--- src/rtl/huffman_pkg.sv ---
// Shared definitions for the Huffman encoder/decoder pair: symbol codes,
// decoder state encoding and default code-register width.
package huffman_pkg;

  localparam logic [2:0] A1    = 3'd1;
  localparam logic [2:0] A2    = 3'd2;
  localparam logic [2:0] A3    = 3'd3;
  localparam logic [2:0] A4    = 3'd4;
  localparam logic [2:0] A5    = 3'd5;
  localparam logic [2:0] A6    = 3'd6;
  localparam logic [2:0] GROUP = 3'd7;

  localparam int NUM_CODES   = 6;
  localparam int MAX_LEN_DEF = 8;
  localparam int LEN_W       = 4;
  localparam int CNT_W       = 8;

  typedef enum logic [2:0] {
    ST_IDLE,
    ST_CHECK,
    ST_DECODE,
    ST_DONE,
    ST_ERR
  } dec_state_t;

endpackage

--- src/rtl/huffman_code_match.sv ---
// Combinational codeword matcher: compares the candidate accumulator against
// all six table entries and returns the lowest-index hit as a symbol value.
module huffman_code_match
  import huffman_pkg::*;
#(
  parameter int MAX_LEN = MAX_LEN_DEF
) (
  input  logic [MAX_LEN-1:0]                acc_n,
  input  logic [LEN_W-1:0]                  len_n,
  input  logic [NUM_CODES-1:0][MAX_LEN-1:0] hc,
  input  logic [NUM_CODES-1:0][MAX_LEN-1:0] m,
  output logic                              hit,
  output logic [2:0]                        idx
);

  logic [NUM_CODES-1:0][LEN_W-1:0] code_len;

  // Scan from the highest entry down so the lowest matching index wins.
  always_comb begin
    hit      = 1'b0;
    idx      = 3'd0;
    code_len = '0;
    for (int i = NUM_CODES - 1; i >= 0; i--) begin
      for (int b = 0; b < MAX_LEN; b++) begin
        code_len[i] = code_len[i] + LEN_W'(m[i][b]);
      end
      if (((acc_n & m[i]) == (hc[i] & m[i])) && (len_n == code_len[i])) begin
        hit = 1'b1;
        idx = 3'(i + 1);
      end
    end
  end

endmodule

--- src/rtl/huffman_decoder.sv ---
// Serial Huffman decoder: latches and validates a code table, then turns one
// accepted bit per cycle into symbol pulses until NUM_SYM symbols are out.
module huffman_decoder
  import huffman_pkg::*;
#(
  parameter int NUM_SYM = 100,
  parameter int MAX_LEN = MAX_LEN_DEF
) (
  input  logic               clk,
  input  logic               reset,
  input  logic               code_valid,
  input  logic [MAX_LEN-1:0] HC1,
  input  logic [MAX_LEN-1:0] HC2,
  input  logic [MAX_LEN-1:0] HC3,
  input  logic [MAX_LEN-1:0] HC4,
  input  logic [MAX_LEN-1:0] HC5,
  input  logic [MAX_LEN-1:0] HC6,
  input  logic [MAX_LEN-1:0] M1,
  input  logic [MAX_LEN-1:0] M2,
  input  logic [MAX_LEN-1:0] M3,
  input  logic [MAX_LEN-1:0] M4,
  input  logic [MAX_LEN-1:0] M5,
  input  logic [MAX_LEN-1:0] M6,
  input  logic               bit_valid,
  input  logic               bit_in,
  output logic               bit_ready,
  output logic               sym_valid,
  output logic [2:0]         sym,
  output logic               done,
  output logic               err
);

  dec_state_t                       state, state_nx;
  logic [NUM_CODES-1:0][MAX_LEN-1:0] hc_q, m_q;
  logic [MAX_LEN-1:0]               acc, acc_n;
  logic [LEN_W-1:0]                 len, len_n;
  logic [CNT_W-1:0]                 cnt;
  logic                             accept, hit, tbl_ok, last_sym, overflow;
  logic [2:0]                       idx;

  assign bit_ready = (state == ST_DECODE);
  assign done      = (state == ST_DONE);
  assign err       = (state == ST_ERR);
  assign accept    = bit_valid && bit_ready;
  assign acc_n     = acc | (MAX_LEN'(bit_in) << len);
  assign len_n     = len + LEN_W'(1);
  assign last_sym  = (cnt == CNT_W'(NUM_SYM - 1));
  assign overflow  = (len_n == LEN_W'(MAX_LEN));

  huffman_code_match #(
    .MAX_LEN(MAX_LEN)
  ) u_match (
    .acc_n(acc_n),
    .len_n(len_n),
    .hc   (hc_q),
    .m    (m_q),
    .hit  (hit),
    .idx  (idx)
  );

  // A mask is valid when nonzero and made of contiguous low ones.
  always_comb begin
    tbl_ok = 1'b1;
    for (int i = 0; i < NUM_CODES; i++) begin
      if ((m_q[i] == '0) || ((m_q[i] & (m_q[i] + MAX_LEN'(1))) != '0)) begin
        tbl_ok = 1'b0;
      end
    end
  end

  always_ff @(posedge clk) begin
    if (reset) state <= ST_IDLE;
    else       state <= state_nx;
  end

  always_comb begin
    state_nx = state;
    case (state)
      ST_IDLE:   if (code_valid) state_nx = ST_CHECK;
      ST_CHECK:  state_nx = tbl_ok ? ST_DECODE : ST_ERR;
      ST_DECODE: begin
        if (accept) begin
          if (hit) begin
            if (last_sym) state_nx = ST_DONE;
          end else if (overflow) begin
            state_nx = ST_ERR;
          end
        end
      end
      ST_DONE:   state_nx = ST_DONE;
      ST_ERR:    state_nx = ST_ERR;
      default:   state_nx = ST_IDLE;
    endcase
  end

  always_ff @(posedge clk) begin
    if (reset) begin
      hc_q      <= '0;
      m_q       <= '0;
      acc       <= '0;
      len       <= '0;
      cnt       <= '0;
      sym       <= 3'd0;
      sym_valid <= 1'b0;
    end else begin
      sym_valid <= 1'b0;
      if ((state == ST_IDLE) && code_valid) begin
        hc_q <= {HC6, HC5, HC4, HC3, HC2, HC1};
        m_q  <= {M6, M5, M4, M3, M2, M1};
      end
      if (accept) begin
        if (hit) begin
          sym       <= idx;
          sym_valid <= 1'b1;
          acc       <= '0;
          len       <= '0;
          cnt       <= cnt + CNT_W'(1);
        end else if (overflow) begin
          acc <= '0;
          len <= '0;
        end else begin
          acc <= acc_n;
          len <= len_n;
        end
      end
    end
  end

endmodule

--- config.mk ---
export PLATFORM = sky130hd
export DESIGN_NAME = huffman_decoder
export DESIGN_NICKNAME = d
export VERILOG_FILES = /design/src/rtl/huffman_pkg.sv /design/src/rtl/huffman_code_match.sv /design/src/rtl/huffman_decoder.sv
export SDC_FILE = /design/constraint.sdc
export NUM_CORES = 1
export LEC_CHECK = 0
export ABC_AREA = 1
export CAP_MARGIN = 20
export CORE_ASPECT_RATIO = 1.25
export CORE_MARGIN = 3
export CORE_UTILIZATION = 50
export DETAILED_ROUTE_END_ITERATION = 10
export PLACE_DENSITY_LB_ADDON = 0.15
export SYNTH_ARGS = -nofsm -noshare
export SYNTH_HDL_FRONTEND = slang
export SYNTH_SLANG_ARGS = --single-unit
export TNS_END_PERCENT = 100
--- constraint.sdc ---
create_clock -name clk -period 4.7 [get_ports clk]
set_clock_uncertainty 0.2 [all_clocks]
set_input_delay 0.94 -clock clk [delete_from_list [all_inputs] [get_ports clk]]
set_output_delay 0.94 -clock clk [all_outputs]
set_load 0.01 [all_outputs]
==> impl_metrics.csv, run 1 <==
group,metric,value,unit
run_status,status,"finished clean",
logic_synthesis,ys_types,39,
global_route,grt_pass1_wl,37.0,mm
floorplan,start_util,51.6,%
setup_path,reg2reg_depth,22,
logic_synthesis,synth_cells,1049,
route,drtIter0Drc,706,
power,finalPower,0.00668,W
setup_path,regToRegStartpoint,"m_q[32]",
logic_synthesis,syn_nets,1206,
timing,rsz0062_at_grt,"no",
route,drt-total-wl,23.8,mm
run,drv_cap,0,
cells_and_area,final_nets,1297,
timing,worstMarginPinSlew,0.806,ns
power,ir_drop,0.673,mV
clocking,cts_root_buf,"clkbuf_16",
logic_synthesis,yosysWarnings,0,
route,drt_first_pass_iters,5,
power,p_per_area,715,nW/µm²
power,power_frac_seq,24.5,%
timing,setup_tns,0,ns
power,p_sw,0.00310,W
global_route,grt_pass1_vias,6953,
timing,setup_viol,0,
min_path,hold_path.class,"register to register",
route,vias,7389,
setup_path,critPathCaptureType,"register",
setup_path,critPathRequiredTime,4.80,ns
timing,post-route-period-util,93.4,%
placement,globalplace.congestion,0.975,
min_path,min_path_cells,2,
power,leakage,4.02,nW
timing,relSlewSlack,45.9,%
min_path,min_from,"sym[0]",
placement,dpl.hpwl,18.3,mm
power,clock_power_share,20.4,%
route,antenna_left,0,
logic_synthesis,synth_ff_type,"dfxtp_1",
setup_path,startpoint_type,"register",
floorplan,die_w,116,µm
clocking,ctsHtreeMaxLevel,4,
clocking,cts_tree,"done",
logic_synthesis,yosysTopAreaCell,"dfxtp_1",
global_route,grt.total_usage,29.5,%
route,vias_per_cell,5.55,
cells_and_area,mostFrequentLayoutCells,"inv_1 (157), nand2_1 (155), dfxtp_1 (122)",
logic_synthesis,ys_seq_area_share,32.7,%
clocking,clk_latency,0.43,ns
timing,min_period,4.39,ns
cells_and_area,diodes,0,
placement,placed_cell_area,8730,µm²
logic_synthesis,netlist_area,7530,µm²
floorplan,rows,49,
power,power.internal,0.00358,W
global_route,overflow,0,
setup_path,crit_arrival,4.49,ns
cells_and_area,nFillCells,1344,
floorplan,io_pins,108,
min_path,whs_endpoint,"sym[0]",
timing,fmax,228,MHz
logic_synthesis,synth_edf_count,0,
timing,final_max_slew_viol_count,0,
power,p_sw_share,46.5,%
floorplan,die_area,16600,µm²
logic_synthesis,ys_seq_elements,123,
route,routedWlPerCell,17.9,µm
cells_and_area,finalInstanceArea,9350,µm²
setup_path,path_max_fanout,7,
route,drc_errors,0,
clocking,cts.path.max_buffers,2,
floorplan,fp.coreArea,14600,µm²
power,comb_power_share,55.1,%
logic_synthesis,synth_area_leaders,"dfxtp_1 (33%), inv_1 (7.9%), nand2_1 (7.7%)",
clocking,cts_setup_buffers,0,
clocking,clock-sinks,123,
logic_synthesis,synth_area_per_cell,7.18,µm²
global_route,antenna_found_initial,0,
setup_path,r2r_slack,0.31,ns
cells_and_area,area_growth,24.1,%
clocking,cts_made_buffers,17,
cells_and_area,final_common_cell,"inv_1",
setup_path,r2r-end,"sym[1]",
setup_path,worstSetupPathType,"register to register",
global_route,grt_max_degree,127,
placement,port_buffers,107,
clocking,clkTransAtPathRegs,0.06,ns
cells_and_area,drive_above_1_share,7.20,%
logic_synthesis,synth.top_cell.area_share,32.7,%
timing,hold_viol,0,
floorplan,die_height,143,µm
logic_synthesis,async_reset_ff_share,0,%
-- critical path, cell delays in order, from the launching register on --
cell	delay [ns]
dfxtp_1	0.38
inv_1	0.11
ha_1	0.31
inv_1	0.06
fa_1	0.50
fa_1	0.43
fa_1	0.36
inv_1	0.09
fa_1	0.43
xnor2_1	0.14
nand2_1	0.07
a21oi_1	0.12
nand2_1	0.06
nor2_1	0.17
nand3_2	0.14
nand3_4	0.13
inv_2	0.04
nand2_2	0.13
nand2_4	0.10
nand2_4	0.12
inv_2	0.06
nand2_1	0.06
o21ai_1	0.06
-- power by group through the flow --
| stage | combinational, W | sequential, W | clock, W |
|---|---|---|---|
| 2_1_floorplan | 0.00278 | 0.00152 | 0 |
| 3_3_place_gp | 0.00354 | 0.00164 | 0 |
| 3_5_place_dp | 0.00361 | 0.00165 | 0 |
| 4_1_cts | 0.00364 | 0.00163 | 0.00136 |
| 5_1_grt | 0.00411 | 0.00166 | 0.00142 |
| 6_report | 0.00368 | 0.00164 | 0.00136 |
-- timing repair --
item,4_1_cts,5_1_grt
hold buffers,0,0
resized for setup,0,2
endpoints found under the setup margin,0,1
-- metrics by stage --
stage               hold WS, ns  cells  util, %  setup WS (ns)
finish                    0.264   1331     64.1          0.309
global placement          0.252   1299     59.9          0.338
detailed placement        0.255   1299     59.9          0.280
CTS                       0.264   1331     64.0          0.266
global route              0.275   1331     64.1         0.0277
floorplan                 0.241   1049        -          0.716
-- registers in the layout (all words and copies together) (netlist names) --
register	flops
hc_q	48
m_q	48
acc	8
cnt	8
len	4
state	3
sym	3
sym_valid	1
-- layer usage --
metal | wire length [µm] | GRT usage, % | part of all wire (%) | vias to the layer above
li1 | - | - | - | 3619
met1 | 9670 | 36.9 | 41 | 3431
met2 | 11600 | 48.7 | 49 | 276
met3 | 1260 | 4.45 | 5.3 | 63
met4 | 1320 | 15.9 | 5.5 | 0
met5 | 0 | 0 | 0 | -
-- final cells by class --
cell class | instances | area, µm² | share of cell area (%)
Clock buffer | 19 | 443 | 4.74
Timing Repair Buffer | 111 | 1130 | 12.0
Sequential cell | 123 | 2460 | 26.4
Inverter | 168 | 631 | 6.75
Multi-Input combinational cell | 719 | 4290 | 45.9
Clock inverter | 13 | 169 | 1.81
Tap cell | 178 | 223 | 2.38
-- cell families after synthesis --
group	synth area share, %
AND/OR/NAND/NOR	23.3
buffers and inverters	10.5
XOR/XNOR	3.72
adder cells (fa/ha/maj)	11.7
AO/OA/AOI/OAI	18.0
flip-flops	32.7
multiplexers	0.133
-- Yosys cell counts (15+ instances only) --
cell type and n:
inv_1 158, nand2_1 155, dfxtp_1 123, a21oi_1 116
o21ai_0 114, nand3_1 104, nor2_1 52, clkbuf_1 33
ha_1 32, fa_1 24, xnor2_1 17, xor2_1 15
-- worst max-delay path by stage --
stage / from / to / slack (ns) / cells after the start
finish: m_q[32] / sym[1] / 0.31 / 22
global route: m_q[24] / sym[1] / 0.03 / 22
CTS: m_q[1] / sym[1] / 0.27 / 20
detailed placement: m_q[1] / sym[1] / 0.28 / 20
global placement: m_q[1] / sym[1] / 0.34 / 20
floorplan: m_q[33] / sym[1] / 0.72 / 22
Note: power is estimated with default switching activity, not from simulation.
==> run 2, diff against run 1 <==
--- a/config.mk
+++ b/config.mk
@@ -10,6 +10,7 @@
 export CORE_ASPECT_RATIO = 1.25
 export CORE_MARGIN = 3
 export CORE_UTILIZATION = 50
+export CTS_CLUSTER_DIAMETER = 30
 export DETAILED_ROUTE_END_ITERATION = 10
 export PLACE_DENSITY_LB_ADDON = 0.15
 export SYNTH_ARGS = -nofsm -noshare
==> results of run 2 <==
The final DEF is identical to that of run 1; final timing and power are the same.
==> run 3, diff against run 2 <==
--- a/config.mk
+++ b/config.mk
@@ -9,10 +9,10 @@
 export CAP_MARGIN = 20
 export CORE_ASPECT_RATIO = 1.25
 export CORE_MARGIN = 3
-export CORE_UTILIZATION = 50
+export CORE_UTILIZATION = 45
 export CTS_CLUSTER_DIAMETER = 30
 export DETAILED_ROUTE_END_ITERATION = 10
-export PLACE_DENSITY_LB_ADDON = 0.15
+export PLACE_DENSITY_LB_ADDON = 0.05
 export SYNTH_ARGS = -nofsm -noshare
 export SYNTH_HDL_FRONTEND = slang
 export SYNTH_SLANG_ARGS = --single-unit
==> impl_metrics.csv, run 3 (synthesized netlist as in run 1, its figures left out) <==
group,metric,value,unit
route,drt-total-wl,24.8,mm
timing,worstMarginPinSlew,0.959,ns
setup_path,crit_path_cell_trace,"inv_1, ha_1, inv_1, fa_1, fa_1, fa_1, fa_1, nand2_1, inv_1, a211oi_1, nand3_1, nor2_1, nand3_1, nand2_1, nor2_1, nand2_2, nand2_4, nand2_4, inv_2, nand2_1, o21ai_1",
clocking,cts_tree,"done",
clocking,ctsHtreeMaxLevel,4,
setup_path,crit_arrival,4.50,ns
floorplan,io_pins,108,
floorplan,fp.coreArea,16300,µm²
min_path,hold_path.class,"register to register",
timing,post-route-period-util,93.4,%
clocking,clk_latency,0.43,ns
power,leakage,4.05,nW
clocking,clkTransAtPathRegs,0.06,ns
placement,port_buffers,107,
cells_and_area,final_common_cell,"inv_1",
route,routedWlPerCell,18.1,µm
global_route,overflow,0,
floorplan,rows,52,
cells_and_area,area_growth,25.0,%
floorplan,start_util,46.1,%
timing,relSlewSlack,35.6,%
route,vias_per_cell,5.32,
cells_and_area,drive_above_1_share,7.37,%
setup_path,startpoint_type,"register",
timing,setup_tns,0,ns
run_status,status,"finished clean",
run,drv_cap,0,
floorplan,die_w,122,µm
clocking,cts_root_buf,"clkbuf_16",
power,ir_drop,0.423,mV
timing,rsz0062_at_grt,"no",
floorplan,die_height,151,µm
placement,globalplace.congestion,0.974,
setup_path,critical-path-top-delay-family,"adder cells",
global_route,antenna_found_initial,0,
setup_path,worstSetupPathType,"register to register",
global_route,met3_usage,3.65,%
global_route,grt.total_usage,27.8,%
setup_path,path_max_fanout,7,
clocking,ctsHoldBuffers,0,
route,antenna_left,0,
cells_and_area,final_nets,1299,
power,p_per_area,716,nW/µm²
global_route,grt_pass1_wl,37.9,mm
placement,dpl.hpwl,19.4,mm
cells_and_area,largestRegisters,"hc_q (48), m_q (48)",
route,drc_errors,0,
timing,final_max_slew_viol_count,0,
setup_path,max_stage_delay,0.49,ns
setup_path,r2r_slack,0.31,ns
setup_path,crit_top_cell,"fa_1",
cells_and_area,diodes,0,
timing,min_period,4.39,ns
cells_and_area,mostFrequentLayoutCells,"inv_1 (157), nand2_1 (155), dfxtp_1 (123)",
timing,hold_viol,0,
timing,setup_viol,0,
floorplan,die_area,18300,µm²
global_route,grt_max_degree,112,
clocking,cts.path.max_buffers,2,
setup_path,critPathCaptureType,"register",
route,drt_first_pass_iters,5,
cells_and_area,nFillCells,1610,
timing,timing.hold.ws,0.267,ns
timing,fmax,228,MHz
setup_path,crit_buf_inv,4,
global_route,grt_pass1_vias,6979,
setup_path,cp_slowest_cell,"fa_1",
route,vias,7292,
route,drtIter0Drc,438,
clocking,clock-sinks,123,
setup_path,critPathRequiredTime,4.81,ns
global_route,grt-busiest-layer,"met2",
clocking,cts_made_buffers,17,
global_route,met2_usage,45.1,%
global_route,met1_usage,34.3,%
[run 3: layer usage]
layer,share of wire [%],vias to the layer above
li1,-,3623
met1,41,3347
met2,47,251
met3,4.6,71
met4,7.0,0
met5,0,-
[run 3: worst paths after layout]
check	start	to	depth (start not counted)
worst max-delay path	m_q[17]	sym[0]	21
worst min-delay path	hc_q[27]	hc_q[27]	2
worst max register to register	m_q[17]	sym[0]	21
worst min register to register	hc_q[27]	hc_q[27]	2
[run 3: what timing repair did]
item,4_1_cts,5_1_grt
setup endpoints to repair,0,3
resized for setup,0,2
buffers inserted,0,0
[run 3: through the flow]
step           setup slack (ns)  total power (W)  area, µm²  util [%]  std cells
2_1_floorplan             0.716          0.00431       7530         -       1049
3_3_place_gp              0.335          0.00524       8780      53.8       1339
3_5_place_dp              0.308          0.00528       8780      53.8       1339
4_1_cts                   0.293          0.00671       9410      57.6       1370
5_1_grt                  0.0367          0.00727       9410      57.6       1370
6_report                  0.309          0.00674       9410      57.6       1370
[run 3: where the power goes]
| part | switching (W) | internal [W] | total [W] |
|---|---|---|---|
| clock | 0.000518 | 0.000887 | 0.00141 |
| sequential | 0.000289 | 0.00135 | 0.00164 |
| combinational | 0.00230 | 0.00139 | 0.00369 |
[run 3: layout make-up]
cell class,instances,area [µm²],area share (%)
multi-input combinational,719,4300,45.7
sequential,123,2460,26.2
timing repair buffer,113,1130,12.0
inverter,168,631,6.70
clock buffer,17,425,4.52
tap,216,270,2.87
clock inverter,14,196,2.09
[run 3: worst register-to-register path: stages (launching register included)]
cell	delay, ns
dfxtp_1	0.39
inv_1	0.10
ha_1	0.28
inv_1	0.04
fa_1	0.49
fa_1	0.44
fa_1	0.43
fa_1	0.47
nand2_1	0.08
inv_1	0.05
a211oi_1	0.21
nand3_1	0.10
nor2_1	0.12
nand3_1	0.18
nand2_1	0.12
nor2_1	0.05
nand2_2	0.13
nand2_4	0.10
nand2_4	0.12
inv_2	0.06
nand2_1	0.06
o21ai_1	0.06
